$ cat src/rtl/fsm_step_scheduler_pkg.sv
// Shared types for the step scheduler: scheduler FSM states and the Gray-coded
// step machine encoding with its successor function.
package fsm_step_scheduler_pkg;

  typedef enum logic [1:0] {
    IDLE = 2'd0,
    RUN  = 2'd1,
    DONE = 2'd2
  } sched_state_e;

  typedef enum logic [1:0] {
    S0 = 2'b00,
    S1 = 2'b01,
    S2 = 2'b11,
    S3 = 2'b10
  } step_state_e;

  function automatic step_state_e step_next(step_state_e s);
    case (s)
      S0:      return S1;
      S1:      return S2;
      S2:      return S3;
      S3:      return S0;
      default: return S0;
    endcase
  endfunction

endpackage

$ cat src/rtl/fsm_step_scheduler_if.sv
// Request/grant and step-machine observation bundle between requesters and the
// scheduler.
interface fsm_step_scheduler_if #(
  parameter int unsigned NREQ  = 4,
  parameter int unsigned CNT_W = 4
) ();
  localparam int unsigned ID_W = $clog2(NREQ);

  logic [NREQ-1:0]       req;
  logic [NREQ*CNT_W-1:0] req_steps;
  logic [NREQ-1:0]       gnt;
  logic                  busy;
  logic                  E;
  logic                  A;
  logic                  B;
  logic                  Q;
  logic                  done;
  logic [ID_W-1:0]       done_id;
  logic [CNT_W-1:0]      steps_left;

  modport master (
    output req, req_steps,
    input  gnt, busy, E, A, B, Q, done, done_id, steps_left
  );

  modport slave (
    input  req, req_steps,
    output gnt, busy, E, A, B, Q, done, done_id, steps_left
  );
endinterface

$ cat src/rtl/fsm_step_scheduler_step_fsm.sv
// Enable-driven 4-state Gray stepper (00->01->11->10->00) with Moore flag Q
// asserted in state 10.
module step_fsm
  import fsm_step_scheduler_pkg::*;
(
  input  logic CLK,
  input  logic RST,
  input  logic E,
  output logic A,
  output logic B,
  output logic Q
);

  step_state_e state_q, state_d;

  always_comb begin
    state_d = state_q;
    if (E) state_d = step_next(state_q);
  end

  always_ff @(posedge CLK or posedge RST) begin
    if (RST) state_q <= S0;
    else     state_q <= state_d;
  end

  assign {A, B} = state_q;
  assign Q      = (state_q == S3);

endmodule

$ cat src/rtl/fsm_step_scheduler.sv
// Round-robin scheduler granting the shared step machine to one requester at a
// time and enabling it for exactly the requested number of cycles.
module fsm_step_scheduler
  import fsm_step_scheduler_pkg::*;
#(
  parameter int unsigned NREQ  = 4,
  parameter int unsigned CNT_W = 4
) (
  input logic                CLK,
  input logic                RST,
  fsm_step_scheduler_if.slave bus
);

  localparam int unsigned ID_W = $clog2(NREQ);

  sched_state_e     state_q, state_d;
  logic [ID_W-1:0]  id_q, id_d;
  logic [ID_W-1:0]  ptr_q, ptr_d;
  logic [CNT_W-1:0] steps_q, steps_d;
  logic [NREQ-1:0]  gnt_q, gnt_d;
  logic             e_q, e_d;
  logic [ID_W-1:0]  sel;
  logic [CNT_W-1:0] sel_cnt;

  // First requester at or above the pointer, searching upward with wrap.
  function automatic logic [ID_W-1:0] rr_select(logic [NREQ-1:0] r, logic [ID_W-1:0] p);
    logic [ID_W-1:0] s;
    s = '0;
    for (int i = int'(NREQ) - 1; i >= 0; i--) begin
      int idx;
      idx = (int'(p) + i) % int'(NREQ);
      if (r[idx]) s = ID_W'(idx);
    end
    return s;
  endfunction

  assign sel     = rr_select(bus.req, ptr_q);
  assign sel_cnt = bus.req_steps[int'(sel)*int'(CNT_W) +: CNT_W];

  always_comb begin
    state_d = state_q;
    id_d    = id_q;
    ptr_d   = ptr_q;
    steps_d = steps_q;
    gnt_d   = gnt_q;
    e_d     = 1'b0;
    unique case (state_q)
      IDLE: begin
        if (|bus.req) begin
          id_d    = sel;
          steps_d = sel_cnt;
          gnt_d   = NREQ'(1) << sel;
          if (sel_cnt != '0) begin
            state_d = RUN;
            e_d     = 1'b1;
          end else begin
            state_d = DONE;
          end
        end
      end
      RUN: begin
        steps_d = steps_q - 1'b1;
        if (steps_q == CNT_W'(1)) state_d = DONE;
        else                      e_d     = 1'b1;
      end
      DONE: begin
        ptr_d   = (id_q == ID_W'(NREQ - 1)) ? '0 : id_q + 1'b1;
        gnt_d   = '0;
        state_d = IDLE;
      end
      default: state_d = IDLE;
    endcase
  end

  always_ff @(posedge CLK or posedge RST) begin
    if (RST) begin
      state_q <= IDLE;
      id_q    <= '0;
      ptr_q   <= '0;
      steps_q <= '0;
      gnt_q   <= '0;
      e_q     <= 1'b0;
    end else begin
      state_q <= state_d;
      id_q    <= id_d;
      ptr_q   <= ptr_d;
      steps_q <= steps_d;
      gnt_q   <= gnt_d;
      e_q     <= e_d;
    end
  end

  assign bus.gnt        = gnt_q;
  assign bus.busy       = (state_q != IDLE);
  assign bus.E          = e_q;
  assign bus.done       = (state_q == DONE);
  assign bus.done_id    = id_q;
  assign bus.steps_left = steps_q;

  step_fsm u_step (
    .CLK (CLK),
    .RST (RST),
    .E   (e_q),
    .A   (bus.A),
    .B   (bus.B),
    .Q   (bus.Q)
  );

endmodule

$ cat src/flat_wrapper.sv
// flat-port wrapper written by rule: the top's interface ports become plain ports
module fsm_step_scheduler_flat import fsm_step_scheduler_pkg::*;
#(
  parameter int unsigned NREQ  = 4,
  parameter int unsigned CNT_W = 4
)
  (CLK, RST, bus_req, bus_req_steps, bus_gnt, bus_busy, bus_E, bus_A, bus_B, bus_Q, bus_done, bus_done_id, bus_steps_left);
  fsm_step_scheduler_if #(.NREQ(NREQ), .CNT_W(CNT_W)) bus_i ();
  input logic CLK;
  input logic RST;
  input wire logic [$bits(bus_i.req)-1:0] bus_req;
  input wire logic [$bits(bus_i.req_steps)-1:0] bus_req_steps;
  output wire logic [$bits(bus_i.gnt)-1:0] bus_gnt;
  output wire logic [$bits(bus_i.busy)-1:0] bus_busy;
  output wire logic [$bits(bus_i.E)-1:0] bus_E;
  output wire logic [$bits(bus_i.A)-1:0] bus_A;
  output wire logic [$bits(bus_i.B)-1:0] bus_B;
  output wire logic [$bits(bus_i.Q)-1:0] bus_Q;
  output wire logic [$bits(bus_i.done)-1:0] bus_done;
  output wire logic [$bits(bus_i.done_id)-1:0] bus_done_id;
  output wire logic [$bits(bus_i.steps_left)-1:0] bus_steps_left;
  assign bus_i.req = bus_req;
  assign bus_i.req_steps = bus_req_steps;
  assign bus_gnt = bus_i.gnt;
  assign bus_busy = bus_i.busy;
  assign bus_E = bus_i.E;
  assign bus_A = bus_i.A;
  assign bus_B = bus_i.B;
  assign bus_Q = bus_i.Q;
  assign bus_done = bus_i.done;
  assign bus_done_id = bus_i.done_id;
  assign bus_steps_left = bus_i.steps_left;
  fsm_step_scheduler #(.NREQ(NREQ), .CNT_W(CNT_W)) u_core (.CLK(CLK), .RST(RST), .bus(bus_i));
endmodule
$ cat config.mk
export PLATFORM = sky130hd
export DESIGN_NAME = fsm_step_scheduler_flat
export DESIGN_NICKNAME = d
export VERILOG_FILES = /design/src/rtl/fsm_step_scheduler_pkg.sv /design/src/rtl/fsm_step_scheduler_if.sv /design/src/rtl/fsm_step_scheduler_step_fsm.sv /design/src/rtl/fsm_step_scheduler.sv /design/src/flat_wrapper.sv
export SDC_FILE = /design/constraint.sdc
export NUM_CORES = 1
export LEC_CHECK = 0
export ABC_AREA = 1
export CAP_MARGIN = 20
export CELL_PAD_IN_SITES_DETAIL_PLACEMENT = 0
export CELL_PAD_IN_SITES_GLOBAL_PLACEMENT = 1
export CORE_MARGIN = 5
export CORE_UTILIZATION = 29
export CTS_CLUSTER_SIZE = 14
export DETAILED_ROUTE_END_ITERATION = 8
export GPL_TIMING_DRIVEN = 1
export HOLD_SLACK_MARGIN = 0.05
export PLACE_DENSITY = 0.86
export SLEW_MARGIN = 0
export SYNTH_ARGS = -nofsm -noshare
export SYNTH_HDL_FRONTEND = slang
export SYNTH_SLANG_ARGS = --single-unit
$ cat constraint.sdc
create_clock -name CLK -period 1.9 [get_ports CLK]
set_input_delay 0.38 -clock CLK [delete_from_list [all_inputs] [get_ports CLK]]
set_output_delay 0.38 -clock CLK [all_outputs]
set_load 0.005 [all_outputs]
==> run_results.csv <==
group,metric,value,unit
run_status,status,"finished, final reports clean",
die,ios,38,
sta,hold_slack,0.4429,ns
worst_setup_path,worstReg2RegStart,"u_core.ptr_q[0]",
yosys,yosys.area_share.simple,0.3809,
cells_and_area,final_cell_mix,"nand2_1 (35), clkdlybuf4s50_1 (33), inv_1 (32)",
grt,use_met2,0.1934,
die,core-area,0.004058,mm^2
placement,port_buffers,37,
cells_and_area,nets,269,
worst_setup_path,critPathBufInv,3,
route,drt-pass1-iter-count,4,
yosys,synth_mux_area_frac,0,
clock_network,postCtsHoldBufs,0,
clock_network,clkLatencyLatePin,0.25,ns
worst_setup_path,critPathArrivalTime,2.01,ns
route,vias_per_cell,4.403,
cells_and_area,mostFrequentLayoutCell,"nand2_1",
sta,fmax,533.0,MHz
cells_and_area,multi_input_area,745.7,um^2
sta,skew,0.002626,ns
die,start_util,0.3028,
sta,period_share,0.9875,
worst_setup_path,endpoint_kind,"flip-flop",
worst_setup_path,worstSetupPathType,"flip-flop to flip-flop",
power_and_ir_drop,powerDensity,1802,mW/mm^2
sta,grt_setup_unrepaired,"yes",
clock_network,cts-buffers-inserted,3,
worst_setup_path,r2r_cells,13,
sta,maxSlewViolCount,0,
power_and_ir_drop,peakVddDrop,0.5283,mV
yosys,ys_warn_count,0,
grt,grt.total_usage,0.1208,
yosys,syn-mean-instance-area,7.061,um^2
clock_network,tritoncts,"built",
yosys,synth_nets,199,
die,die_area,0.005639,mm^2
yosys,synth_top_family_by_area,"simple AND/OR/NAND/NOR gates",
yosys,synth_compound_area_frac,0.09369,
route,first_iter_violations,28,
route,wl_per_cell,11.37,um
cells_and_area,fin_util,0.5035,
worst_setup_path,critPathMostFrequentCell,"nand2_2",
die,die_h,75.09,um
cells_and_area,diodes,0,
placement,pre_cts_ws,-0.3709,ns
placement,hpwl,2467,um
worst_setup_path,start_kind,"flip-flop",
sta,relSlewSlack,0.7205,
route,wl,3332,um
clock_network,clk_pin_slew,0.06,ns
worst_setup_path,reg2reg_setup_slack,0.02,ns
yosys,synthXorXnorAreaFrac,0.007128,
grt,grt.met3_usage,0.04005,
power_and_ir_drop,leakagePower,1.044,nW
yosys,netlist_area,0.001229,mm^2
sta,setup_violations,0,
clock_network,htree_levels,1,
route,drc_errors,0,
sta,finalHoldViolations,0,
cells_and_area,regArea,427.9,um^2
grt,grt_pass1_vias,1207,
placement,finalWeightedCongestion,0.7069,
sta,fin_ws,0.02369,ns
worst_setup_path,cp_top_family,"simple AND/OR/NAND/NOR gates",
yosys,post_synth_fa_ha_maj_area_fraction,0.03055,
flow_run,drv_cap,0,
yosys,seq_area_frac_synth,0.3462,
clock_network,cts-root-buf,"clkbuf_8",
yosys,syn_inst,174,
grt,met1_usage,0.1618,
sta,tightest_slew,0.4178,ns
yosys,yosysUniqueCellTypes,26,
worst_setup_path,crit_path_max_incr_delay,0.46,ns
route,num_vias,1290,
die,die_x,75.09,um
worst_setup_path,cpMaxStageDelayCell,"dfrtp_2",
worst_setup_path,path_max_fanout,5,
worst_setup_path,cp_data_required_time,2.04,ns
grt,grt_overflow_total,0,
route,ant_nets,0,
grt,antenna_found_initial,0,
grt,grt_busiest_layer,"met2",
clock_network,clock-sinks,17,
grt,grt_max_degree,18,
yosys,yosys_register_bits,17,
worst_setup_path,path_cells,"buf_6, o21ai_0, buf_4, nand3_4, nand2_4, buf_6, nand2_1, nand3_1, nand2_2, nor2_2, nand2_2, nand2_2, nand2_1",
worst_setup_path,timing.rr.end,"u_core.state_q[0]",
grt,grt_pass1_wl,5278,um
die,rows,23,
cells_and_area,area_growth,66.29,%
worst_hold_path,hold_path.class,"input pin to asynchronous set/reset pin",
cells_and_area,nFillCells,412,
clock_network,cts_buffer_depth,2,
cells_and_area,drive_gt1_frac,0.3169,
sta,finalCriticalPeriod,1.876,ns
-- worst register-to-register path, cell delays in order (launching register included) --
cell and delay, ns:
dfrtp_2 0.46, buf_6 0.15, o21ai_0 0.19, buf_4 0.16, nand3_4 0.09, nand2_4 0.11, buf_6 0.11, nand2_1 0.05
nand3_1 0.08, nand2_2 0.06, nor2_2 0.11, nand2_2 0.07, nand2_2 0.08, nand2_1 0.05
-- per-layer routing --
layer	share of wire	vias up
li1	-	682
met1	0.46	575
met2	0.48	31
met3	0.056	2
met4	0.0063	0
met5	0	-
-- where the power goes --
group	total [mW]	internal, mW	switching, mW
combinational	2.73	1.37	1.36
clock	0.264	0.148	0.116
sequential	0.691	0.536	0.155
total	3.68	2.06	1.63
-- Yosys cell counts --
| cell type | number | area [um^2] |
|---|---|---|
| nand3b_1 | 2 | 15.01 |
| a21oi_1 | 3 | 15.01 |
| inv_1 | 34 | 127.6 |
| nand3_4 | 2 | 35.03 |
| nor4_1 | 1 | 6.260 |
| dfrtp_1 | 17 | 425.4 |
| inv_6 | 1 | 8.760 |
| nor2_1 | 8 | 30.03 |
| o211ai_1 | 2 | 15.01 |
| o32ai_1 | 1 | 8.760 |
| o22ai_1 | 3 | 18.77 |
| nand2_2 | 9 | 56.30 |
| o221ai_1 | 1 | 8.760 |
| buf_6 | 1 | 11.26 |
| xnor2_1 | 1 | 8.760 |
| nand3_2 | 2 | 20.02 |
| buf_8 | 1 | 15.01 |
| nand3_1 | 18 | 90.09 |
| ha_1 | 3 | 37.54 |
| nand2_1 | 48 | 180.2 |
| nor2_2 | 2 | 12.51 |
| nand2_4 | 2 | 22.52 |
| o21ai_1 | 2 | 10.01 |
| a21oi_2 | 1 | 8.760 |
| o21ai_0 | 6 | 30.03 |
| inv_2 | 3 | 11.26 |
-- worst max-delay path by stage --
stage	cells after the start	slack, ns	endpoint	from
2_1_floorplan	18	0.14	u_core.bus.E	u_core.ptr_q[0]
3_3_place_gp	16	-0.32	u_core.bus.E	bus_req[0]
3_5_place_dp	16	-0.37	u_core.state_q[0]	bus_req[0]
4_1_cts	16	0.008	u_core.state_q[0]	u_core.ptr_q[0]
5_1_grt	16	-0.11	u_core.state_q[0]	u_core.ptr_q[0]
6_report	13	0.02	u_core.state_q[0]	u_core.ptr_q[0]
-- metrics by stage --
| stage | instances | total power, mW | setup TNS, ns | area, um^2 |
|---|---|---|---|---|
| 2_1_floorplan | 174 | 2.050 | 0 | 1229 |
| 3_3_place_gp | 273 | 2.731 | -2.489 | 1740 |
| 3_5_place_dp | 273 | 2.769 | -2.900 | 1740 |
| 4_1_cts | 284 | 3.295 | 0 | 1883 |
| 5_1_grt | 293 | 4.036 | -0.3502 | 2043 |
| 6_report | 293 | 3.682 | 0 | 2043 |
-- registers in the layout (all words and copies together) (netlist names) --
signal and flops:
u_core.state_q 2, u_core.bus.E 1, u_core.bus.steps_left 4, u_core.bus.gnt 4
u_core.u_step.state_q 2, u_core.ptr_q 2, u_core.bus.done_id 2
-- area by class of cell --
class	count	share of cell area
multi-input cells	117	0.3650
repair buffers	67	0.2982
flip-flops and latches	17	0.2094
inverters	38	0.07471
well taps	50	0.03062
clock buffers	4	0.02205
-- cells by family after synthesis --
| family | count (synthesis) |
|---|---|
| buffers and inverters | 40 |
| AO/OA/AOI/OAI | 19 |
| adder cells (fa/ha/maj) | 3 |
| XOR/XNOR | 1 |
| flip-flops | 17 |
| AND/OR/NAND/NOR | 94 |
-- timing repair --
action                                  4_1_cts  5_1_grt
resized for setup                            24       23
buffers inserted                              7        9
hold endpoints to repair                      0        0
endpoints found under the setup margin        5       11
pin swaps                                     9       21
(Power assumes the default switching activity.)
==> variant 1, RTL diff (same flow settings) <==
Reset style: synchronous (`RST`), changed in 2 clocked blocks.
--- a/src/rtl/fsm_step_scheduler_step_fsm.sv
+++ b/src/rtl/fsm_step_scheduler_step_fsm.sv
@@ -20,3 +20,3 @@
 
-  always_ff @(posedge CLK or posedge RST) begin
+  always_ff @(posedge CLK) begin
     if (RST) state_q <= S0;
--- a/src/rtl/fsm_step_scheduler.sv
+++ b/src/rtl/fsm_step_scheduler.sv
@@ -74,3 +74,3 @@
 
-  always_ff @(posedge CLK or posedge RST) begin
+  always_ff @(posedge CLK) begin
     if (RST) begin
Function: differs if RST is asserted again (counterexample within 4 cycles, from zero or initial values and one cycle with RST high); with RST held inactive, the same outputs for 10 cycles.
==> variant 1 against the original RTL <==
  * Fmax increased by 1.4%
  * Final cell count fell by 1.7%
  * Critical path depth rose by 5
  * Die area fell by 6.1%
  * Count of clock-buffer cells in the layout shrank 1
  * Worst setup slack better by 0.025 ns
  * Sequential cell count is the same
  * Total power decreased by 23%
  * Routed wire length shrank 0.27%
  * Synthesized area fell by 7.0%
  * Hold slack improved by 0.020 ns
  * Final area fell by 8.2%
  * Global-route usage grew 0.22 points
  * Critical path type is now input pin to flip-flop
  * Highest routed layer unchanged
==> variant 1: results (changes against the original RTL) <==
Place
  • PortBufs: 37 (unchanged)
  • GP Congestion: 0.760 (+7.5%)
  • Worst slack at placement: -0.423 ns (-0.0521 ns)
  • Placed Area: 0.00167 sq mm (-4.1%)
  • Hpwl dp: 2.40 mm (-2.8%)

Power
  • Lkg Pwr: 0.852 nW (-18%)
  • Maximum vdd drop: 0.000918 V (+74%)

Run status
  • Status: finished clean

Clock network
  • Max Buffers Root-to-Sink: 2 (unchanged)
  • Root Buffer: clkbuf_8
  • H-tree depth: 1 (unchanged)
  • Clock Latency Late Sink: 0.25 ns (about the same)
  • Number of buffers created by CTS: 3 (unchanged)
  • Clk slew on worst S/H paths: 0.07 ns

Setup path
  • Worst Reg2Reg Path Length in Cells: 17 (+4)
  • Slowest cell on the critical path: dlygate4sd2_1
  • Critical R2R Capture: u_core.bus.E
  • Worst-path fanout max: 5 (unchanged)
  • CP top delay family: simple AND/OR/NAND/NOR gates
  • Slowest cell delay on critical path: 0.24 ns (-0.22 ns)
  • Reg-to-reg critical path startpoint: u_core.ptr_q[0]
  • Worst reg2reg setup slack: 0.05 ns (+0.03 ns)
  • CP Data Arrival Time: 2.00 ns

Yosys
  • Synth Warn #: 0 (unchanged)
  • Post-synth top cells: nand2_1, inv_1, dfxtp_1, nand3_1, a21oi_1
  • Top post-synthesis cells by area: dfxtp_1, nand2_1, nand3_1
  • Distinct cell type count after synthesis: 32 (+23%)
  • Mapped Nets: 203 (+2.0%)
  • Asr flop ratio synth: 0 (-1.00)
  • Sequential share of the synthesized area: 0.298 (-0.0483)
  • Predominant post-synthesis flop cell: dfxtp_1

Worst hold path
  • Hold WC Path Type: flip-flop to flip-flop
  • Hold Crit Start: u_core.u_step.state_q[1]
  • Hold Path End: u_core.u_step.state_q[0]
  • Worst Hold Depth: 1

Cells and area
  • Antenna diode count: 0 (unchanged)
  • Final nets: 266 (-1.1%)
  • # fillers: 409 (-0.73%)
  • Fraction of layout cells with a size suffix above 1: 0.283 (-0.0335)

GRT
  • Initial antenna violation count: 0 (unchanged)
  • GR Util met2: 0.207 (+0.0140)
  • Largest net degree at the start of global routing: 13 (-5)
  • Met1 Usage GRT: 0.152 (-0.00972)
  • First-pass GRT wire length: 5.16 mm (-2.2%)
  • Global Route Usage Sum: 0.123 (+0.00222)
  • Vias in the first global route: 1176 (-2.6%)
  • M3 GR Usage: 0.0234 (-0.0166)

STA
  • Slew @ Worst Pin: 0.255 ns (-0.163 ns)
  • Fin Hold WS: 0.463 ns (+0.0205 ns)
  • Final Skew: 0.00336 ns (+0.000731 ns)

Drt
  • DRT met1 WL: 1.48 mm (-3.1%)
  • Met3 wire len: 91 microns (-51%)
  • DR vias: 1321 (+2.4%)
  • Metal2 WL: 1.72 mm (+7.4%)
  • Top Layer Used: met4
  • Iter 0 DRT Violations: 53 (+89%)
  • Final WL: 3.32 mm (-0.27%)
variant 1: cell type report:
class | instances | area [sq um] | share of cell area
clock buffer | 3 | 41.3 | 0.0220
clock inverter | 1 | 5.00 | 0.00267
inverter | 23 | 91.3 | 0.0487
multi-input combinational | 137 | 802 | 0.428
sequential | 17 | 345 | 0.184
tap | 48 | 60.1 | 0.0320
timing repair buffer | 59 | 531 | 0.283
variant 1: where the power goes:
part / switching, mW / total [mW] / internal [mW] / leakage (nW)
Sequential: 0.121 / 0.620 / 0.499 / 0.141
Clock: 0.125 / 0.270 / 0.145 / 0.0255
Combinational: 1.01 / 1.96 / 0.946 / 0.685
variant 1: cell families (layout without fill, tap and decap cells):
kind of cell | after synthesis | after routing | share of synthesized area
adders and majority gates | 3 | 3 | 0.0329
buffers and inverters | 27 | 86 | 0.105
AOI/OAI and AO/OA | 28 | 28 | 0.137
xor gates and xnor gates | 2 | 2 | 0.0153
DFF | 17 | 17 | 0.298
and+or+nand+nor | 101 | 104 | 0.412
variant 1: worst max path at each step:
stage / from / endpoint / slack, ns / cells past startpoint
floorplan: bus_req[3] / u_core.bus.E / 0.11 / 18
global placement: bus_req[1] / u_core.bus.E / -0.39 / 17
detailed placement: bus_req[3] / u_core.state_q[0] / -0.42 / 18
CTS: u_core.ptr_q[0] / u_core.state_q[0] / 0.05 / 16
global route: u_core.ptr_q[0] / u_core.state_q[0] / -0.11 / 17
finish: bus_req[3] / u_core.bus.E / 0.05 / 18
variant 1: repair_timing:
item / CTS / global route
setup buffers: 2 / 3
cloned: 2 / 1
setup endpoints to repair: 6 / 6
pin swaps: 11 / 17
gates resized for setup: 17 / 18
variant 1: metrics by stage:
step	TNS [ns]	std cells
after floorplan	0	178
after global routing	-0.326	288
after CTS	0	284
after global placement	-3.18	276
final	0	288
after detailed placement	-3.48	276
==> variant 2, RTL diff (config.mk and constraints unchanged) <==
Made on the original files. `NREQ` is set to 4 in 3 places; all go to 8.
--- a/src/rtl/fsm_step_scheduler_if.sv
+++ b/src/rtl/fsm_step_scheduler_if.sv
@@ -3,3 +3,3 @@
 interface fsm_step_scheduler_if #(
-  parameter int unsigned NREQ  = 4,
+  parameter int unsigned NREQ  = 8,
   parameter int unsigned CNT_W = 4
--- a/src/rtl/fsm_step_scheduler.sv
+++ b/src/rtl/fsm_step_scheduler.sv
@@ -5,3 +5,3 @@
 #(
-  parameter int unsigned NREQ  = 4,
+  parameter int unsigned NREQ  = 8,
   parameter int unsigned CNT_W = 4
--- a/src/flat_wrapper.sv
+++ b/src/flat_wrapper.sv
@@ -3,3 +3,3 @@
 #(
-  parameter int unsigned NREQ  = 4,
+  parameter int unsigned NREQ  = 8,
   parameter int unsigned CNT_W = 4
Interface: changed (resized bus_done_id, bus_gnt, bus_req and bus_req_steps); port bits go from 38 to 63. The function was not compared with the original's and may differ.
==> variant 2 against the original RTL <==
  * The flow now finishes with violations (negative setup slack)
  * Synthesized area increased by 63%
  * Fmax decreased by 29%
  * Worst setup slack worse by 0.75 ns
  * Synthesized cell count rose by 90%
  * Final area is 72% higher
  * Sequential cell count rose by 6
  * Routed wire length increased by 100%
Power is not shown: default switching activity piles up to over one toggle a cycle in this logic, so the estimate is an artifact.
==> variant 2: results (changes against the original RTL) <==
Run status
  • Status: complete, but fails checks
  • Failing checks: negative setup slack

Setup path
  • Worst-path fanout max: 6 (+1)
  • Slowest cell on the critical path: dfrtp_1
  • Critical R2R Capture: u_core.bus.E
  • CP Data Arrival Time: 2.78 ns (+0.77 ns)
  • Worst Reg2Reg Path Length in Cells: 24 (+11)
  • Slowest cell delay on critical path: 0.41 ns (-0.05 ns)

Drt
  • Pre-Repair DR Iteration Count: 6 (+2)
  • WL/cell: 13.0 microns (+14%)

STA
  • Worst rel slew slack: 0.714 (-0.00620)
  • Setup-failing EPs final: 18 (+18)
  • Final worst setup slack: -0.731 ns (-0.755 ns)
  • TNS Setup: -10.42 ns (-10.42 ns)

Yosys
  • Distinct cell type count after synthesis: 28 (+7.7%)
  • Top post-synthesis cells by area: dfrtp_1, nand2_1, nand3_1
  • Post-synth top cells: nand2_1, nand3_1, inv_1

GRT
  • Vias in the first global route: 2344 (+94%)
  • Global Route Usage Sum: 0.145 (+0.0243)
  • Largest net degree at the start of global routing: 24 (+6)
  • First-pass GRT wire length: 10.6 mm (+100%)

Cells and area
  • Final nets: 491 (+83%)
  • # fillers: 650 (+58%)

Place
  • Hpwl dp: 4.90 mm (+99%)
  • GP Congestion: 0.852 (+21%)
variant 2: cell count changes in the layout (fill, tap and decap cells not counted), moves of 3 or more:
cell / unedited run / this run
dlygate4sd2_1: 4 / 0
nand3_2: 3 / 12
o22ai_1: 3 / 0
dfrtp_1: 15 / 21
clkdlybuf4s50_1: 33 / 62
o21ai_2: 0 / 7
o21ai_1: 1 / 5
a21oi_1: 3 / 7
nand2_1: 35 / 120
nand3_1: 15 / 41
nand2_8: 0 / 3
inv_1: 32 / 24
buf_4: 25 / 44
variant 2: logic make-up after synthesis:
| kind of cell | Yosys count | synth area share |
|---|---|---|
| DFF | 23 | 0.287 |
| adders and majority gates | 6 | 0.0374 |
| AOI/OAI and AO/OA | 29 | 0.0804 |
| buffers and inverters | 45 | 0.0966 |
| xor gates and xnor gates | 4 | 0.0174 |
| and+or+nand+nor | 223 | 0.482 |
variant 2: per-stage QoR:
step           hold WS (ns)  instance area (sq um)  instances  utilization  setup slack (ns)
2_1_floorplan         0.382                   2070        330            -            -0.486
3_3_place_gp          0.457                   3030        503        0.448            -0.859
3_5_place_dp          0.473                   3030        503        0.448            -0.887
4_1_cts               0.458                   3260        512        0.483            -0.642
5_1_grt               0.481                   3510        522        0.520            -0.992
6_report              0.450                   3510        522        0.520            -0.731
variant 2: repair_timing:
item                                    4_1_cts  5_1_grt
buffers inserted                              5        6
endpoints found under the setup margin       18       18
gates cloned                                  0        4
pin swaps                                    11       12
resized for setup                            40       33
variant 2: worst max-delay path by stage:
stage	from	to	slack (ns)	cells past startpoint
2_1_floorplan	u_core.ptr_q[1]	u_core.bus.E	-0.49	26
3_3_place_gp	bus_req[7]	u_core.bus.E	-0.86	24
3_5_place_dp	bus_req[7]	u_core.bus.E	-0.89	24
4_1_cts	u_core.ptr_q[0]	u_core.bus.E	-0.64	26
5_1_grt	u_core.ptr_q[0]	u_core.state_q[0]	-0.99	24
6_report	u_core.ptr_q[0]	u_core.bus.E	-0.73	24
variant 2: critical path, delay by kind of cell, from the launching register on:
family                   cells  cell delay, ns
adder cells (fa/ha/maj)      1            0.34
flip-flops                   1            0.41
AND/OR/NAND/NOR             20            1.46
buffers and inverters        3            0.29
variant 2: layer usage:
layer  track usage  up-vias  part of all wire
met5             0        -                 0
met4        0.0220        0            0.0071
met3        0.0346        4             0.076
met2         0.234       84              0.48
met1         0.201     1106              0.44
li1              -     1285                 -
variant 2: final cells by class:
type                            count  area (sq um)  share of cell area
Clock buffer                        4          45.0              0.0128
Tap cell                           80           100              0.0285
Timing Repair Buffer              113          1050               0.300
Inverter                           37           159              0.0453
Sequential cell                    23           578               0.165
Multi-Input combinational cell    265          1580               0.449
